`src/rtl/strobe_rx_pkg.sv`:
```
// Shared constants and types for the strobe receiver: pointer-width helper,
// sample-counter width and the sticky status flag bundle.
package strobe_rx_pkg;

  localparam int RCNT_W = 16;

  // Pointer width for a power-of-two FIFO; DEPTH=2 still needs one bit.
  function automatic int ptr_w(input int depth);
    return (depth > 1) ? $clog2(depth) : 1;
  endfunction

  typedef struct packed {
    logic overflow;
    logic seq_err;
  } rx_flags_t;

endpackage

```
`src/rtl/strobe_rx_fifo.sv`:
```
// First-word-fall-through FIFO: storage, wrapping pointers and occupancy.
// Storage is not reset; only pointers and level are.
module strobe_rx_fifo
  import strobe_rx_pkg::*;
#(
  parameter int DATA_W = 32,
  parameter int DEPTH  = 8
) (
  input  logic                     clk,
  input  logic                     rst,
  input  logic                     clr,
  input  logic                     push,
  input  logic                     pop,
  input  logic [DATA_W-1:0]        din,
  output logic [DATA_W-1:0]        dout,
  output logic                     full,
  output logic                     empty,
  output logic [$clog2(DEPTH):0]   level
);

  localparam int PW = ptr_w(DEPTH);
  localparam logic [PW:0] FULL_CNT = (PW+1)'(DEPTH);

  logic [DATA_W-1:0] mem [DEPTH];
  logic [PW-1:0]     wptr, rptr;
  logic [PW:0]       cnt;

  assign full  = (cnt == FULL_CNT);
  assign empty = (cnt == '0);
  assign dout  = mem[rptr];
  assign level = cnt;

  always_ff @(posedge clk or negedge rst) begin
    if (!rst) begin
      wptr <= '0;
      rptr <= '0;
      cnt  <= '0;
    end else if (clr) begin
      wptr <= '0;
      rptr <= '0;
      cnt  <= '0;
    end else begin
      if (push) wptr <= wptr + 1'b1;
      if (pop)  rptr <= rptr + 1'b1;
      if (push && !pop)      cnt <= cnt + 1'b1;
      else if (pop && !push) cnt <= cnt - 1'b1;
    end
  end

  always_ff @(posedge clk) begin
    if (push) mem[wptr] <= din;
  end

endmodule

```
`src/rtl/strobe_rx.sv`:
```
// Strobed sample receiver: buffers samples in a FWFT FIFO, flags drops and
// non-consecutive samples, and counts accepted pushes.
module strobe_rx
  import strobe_rx_pkg::*;
#(
  parameter int DATA_W = 32,
  parameter int DEPTH  = 8
) (
  input  logic                   clk,
  input  logic                   rst,
  input  logic                   clr,
  input  logic                   en,
  input  logic [DATA_W-1:0]      x,
  output logic [DATA_W-1:0]      y,
  output logic                   y_valid,
  input  logic                   y_ready,
  output logic [$clog2(DEPTH):0] level,
  output logic                   overflow,
  output logic                   seq_err,
  output logic [RCNT_W-1:0]      rcnt
);

  logic              full, empty, push, pop;
  logic              armed;
  logic [DATA_W-1:0] exp_x;
  rx_flags_t         flags;

  // A full FIFO still accepts when the head leaves on the same edge.
  assign pop  = !empty && y_ready && !clr;
  assign push = en && !clr && (!full || pop);

  strobe_rx_fifo #(.DATA_W(DATA_W), .DEPTH(DEPTH)) u_fifo (
    .clk   (clk),
    .rst   (rst),
    .clr   (clr),
    .push  (push),
    .pop   (pop),
    .din   (x),
    .dout  (y),
    .full  (full),
    .empty (empty),
    .level (level)
  );

  assign y_valid  = !empty;
  assign overflow = flags.overflow;
  assign seq_err  = flags.seq_err;

  // Checker sees every strobe, dropped or not; first strobe only arms it.
  always_ff @(posedge clk or negedge rst) begin
    if (!rst) begin
      armed <= 1'b0;
      exp_x <= '0;
      flags <= '0;
      rcnt  <= '0;
    end else if (clr) begin
      armed <= 1'b0;
      exp_x <= '0;
      flags <= '0;
      rcnt  <= '0;
    end else begin
      if (en) begin
        armed <= 1'b1;
        exp_x <= x + 1'b1;
        if (armed && (x != exp_x)) flags.seq_err  <= 1'b1;
        if (full && !pop)          flags.overflow <= 1'b1;
      end
      if (push) rcnt <= rcnt + 1'b1;
    end
  end

endmodule

```
`config.mk`:
```
export PLATFORM = sky130hd
export DESIGN_NAME = strobe_rx
export DESIGN_NICKNAME = d
export VERILOG_FILES = /design/src/rtl/strobe_rx_pkg.sv /design/src/rtl/strobe_rx_fifo.sv /design/src/rtl/strobe_rx.sv
export SDC_FILE = /design/constraint.sdc
export NUM_CORES = 1
export LEC_CHECK = 0
export BUFFER_PORTS_ARGS = -buffer_cell sky130_fd_sc_hd__buf_2
export CAP_MARGIN = 25
export CORE_AREA = 4 4 163 165
export DETAILED_ROUTE_END_ITERATION = 10
export DIE_AREA = 0 0 167 169
export PLACE_DENSITY = 0.75
export SYNTH_ARGS = -nofsm -noshare
export SYNTH_HDL_FRONTEND = slang
export SYNTH_SLANG_ARGS = --single-unit
export TNS_END_PERCENT = 100
```
`constraint.sdc`:
```
create_clock -name clk -period 4.5 [get_ports clk]
set_input_delay 0.9 -clock clk [delete_from_list [all_inputs] [get_ports clk]]
set_output_delay 0.9 -clock clk [all_outputs]
set_load 0.02 [all_outputs]
```
==> flow_summary.toml <==
[outcome]
outcome = "finished, final reports clean"

[floorplanning]
die-area_um2 = 28200
rows = 58
core_area_um2 = 25000
ios = 92
die_w_um = 167
initial_utilization_pct = 53.7
die_h_um = 169

[critical_path]
required_ns = 3.60
critPathCaptureType = "primary output"
crit_fanout = 20
max_stage_delay_ns = 0.67
worst_r2r_startpoint = "u_fifo.level[1]$_DFFE_PN0P_"
rrSetupSlack_ns = 1.96
crit_end = "y[24]"
startpoint_type = "flip-flop"
reg2reg_depth = 9
startpoint = "u_fifo.rptr[0]$_DFFE_PN0P_"
worstSetupPathType = "reg -> out"
reg2reg_to = "u_fifo.level[3]$_DFFE_PN0P_"
critPathSlowestCell = "dfrtp_4"
worstPathCellList = "buf_4 -> mux4_2 -> mux2_2 -> buf_2"
arrival_ns = 2.65

[grt]
track_usage_pct = 19.9
grt_pass1_vias = 7481
antenna_found_initial = 1
grt_max_degree = 68
overflow = 0
grt_pass1_wl_um = 43800

[power]
p_int_mw = 5.48
p_total_mw = 7.39
p_comb_share_pct = 18.2
p_clk_share_pct = 35.3
leakagePower_nw = 5.37
p_per_area_nw_per_um2 = 479
p_sw_share_pct = 25.8
seqPwrFrac_pct = 46.4
power_switching_mw = 1.91
ir_worst_vdd_mv = 0.356

[sta]
fin_crit_ns = 3.55
worstMarginPinSlew_ns = 0.978
fmax_mhz = 282
setup_viol = 0
slew_violations = 0
period_share_pct = 78.9
finalHoldViolCount = 0
fin_skew_ns = 0.0127
slew_headroom_pct = 34.8
rsz0062_at_grt = "no"

[synthesis]
synth_top_area_cell = "edfxtp_1"
yosysMostFrequentCell = "edfxtp_1"
ys_types = 52
synth-async-reset-ratio_pct = 19.2
ys_ff_latch = 317
synthTopCellsByArea = "edfxtp_1 57%, dfrtp_1 11%, mux4_2 11%"
syn_area_um2 = 13500
yosys-top-cells-count = "256 x edfxtp_1, 64 x mux4_2, 61 x dfrtp_1"
yosysTopAreaCellShare_pct = 57.2
ys_seq_area_share_pct = 68.5
synth_nets = 825
synth_ff_type = "edfxtp_1"
yosys_warnings = 0
netlist_instances = 781
synth_edf_count = 256
postSynthAreaPerCell_um2 = 17.2

[clocking]
numCtsBuffers = 34
post_cts_buffers = 0
path_clk_slew_ns = 0.06
clock_latency_ns = 0.50
cts_sinks = 317
cts-root-buf = "clkbuf_16"
ctsHoldBuffers = 0
htreeDepth = 2
cts_tree = "done"
cts_buffer_depth = 3
ctsResizeCount = 0

[finish]
area_growth_pct = 14.8
final_util_pct = 61.7
drive_gt1_share_pct = 31.5
diodes = 0
instances_no_fill = 1238
nNetsFinal = 929

[hold_path]
hold_path.class = "in -> async"

[route]
ant_nets = 0
wirelength_um = 27500
drc = 0
first_pass_iters = 5
first_iter_violations = 650
wire_per_inst_um = 22.2
via_count = 7241
viasPerCell = 5.85

[placed_design]
hpwl_um = 16400
dp.cells = 1178
place_congestion = 0.806
io_buffers = 91

[job]
maxCapViolCount = 0
==> critical path: cells and delay by family, from the launching register on <==
family	cells	cell delay, ns
buffers and inverters	2	0.61
multiplexers	2	0.87
flip-flops	1	0.67
==> flip-flops by register name, indices dropped and copies added, names as in the netlist <==
register	cells
u_fifo.mem	256
exp_x	32
rcnt	16
u_fifo.level	4
u_fifo.rptr	3
u_fifo.wptr	3
armed	1
overflow	1
seq_err	1
==> layout by cell type (no fill, tap or decap), types with 22 or more instances in the layout <==
master     Yosys  routed
xnor2_1       22      22
nand2_1       22      22
a211oi_1      26      26
mux4_2        64      64
dfrtp_1       61      58
nor2_1        60      59
mux2_2        32      32
buf_2         11      91
clkbuf_16      0      35
edfxtp_1     256     256
xor2_1        56      56
==> kinds of logic after synthesis <==
family / share of synthesized area, %
compound gates: 2.95
xor+xnor: 5.08
fa+ha+maj: 0.707
buf+inv: 1.78
flops: 68.5
mux: 13.6
simple gates: 7.37
==> metal layers <==
metal  wire, um  vias to the layer above  track usage, %  share of wire (%)
li1           -                     3264               -                  -
met2      13200                      202            31.7                 48
met1      12200                     3729            29.0                 45
met4        523                        2            4.84                1.9
met5         13                        -               0              0.047
met3       1480                       44            3.60                5.4
==> cell type report <==
cell class / count / area (um2)
Fill cell: 1783 / 9590
Sequential cell: 317 / 9220
Multi-Input combinational cell: 407 / 4070
Clock buffer: 45 / 923
Timing Repair Buffer: 113 / 658
Tap cell: 330 / 413
Clock inverter: 14 / 118
Inverter: 12 / 45.0
==> power by group through the flow <==
stage | combinational, mW | clock, mW | sequential (mW)
2_1_floorplan | 1.00 | 0 | 3.42
3_3_place_gp | 1.34 | 0 | 3.49
3_5_place_dp | 1.36 | 0 | 3.49
4_1_cts | 1.37 | 2.68 | 3.44
5_1_grt | 1.46 | 2.82 | 3.45
6_report | 1.35 | 2.61 | 3.43
==> worst min-delay path by stage <==
stage	startpoint	endpoint	slack, ns	cells after the start
final	rst	rcnt[14]$_DFFE_PN0P_	0.21	1
after global routing	rst	rcnt[14]$_DFFE_PN0P_	0.19	1
after CTS	armed$_DFFE_PN0P_	armed$_DFFE_PN0P_	0.50	2
after detailed placement	armed$_DFFE_PN0P_	armed$_DFFE_PN0P_	0.49	2
after global placement	armed$_DFFE_PN0P_	armed$_DFFE_PN0P_	0.49	2
after floorplan	armed$_DFFE_PN0P_	armed$_DFFE_PN0P_	0.46	2
==> through the flow <==
stage / area [um2] / hold WS, ns / setup TNS [ns] / setup slack [ns]
final: 15400 / 0.210 / 0 / 0.951
after global routing: 15400 / 0.192 / 0 / 0.789
after CTS: 15400 / 0.505 / 0 / 0.865
after detailed placement: 14400 / 0.489 / 0 / 1.32
after global placement: 14400 / 0.486 / 0 / 1.41
after floorplan: 13500 / 0.460 / -23.17 / -0.320
(Power assumes the default switching activity.)
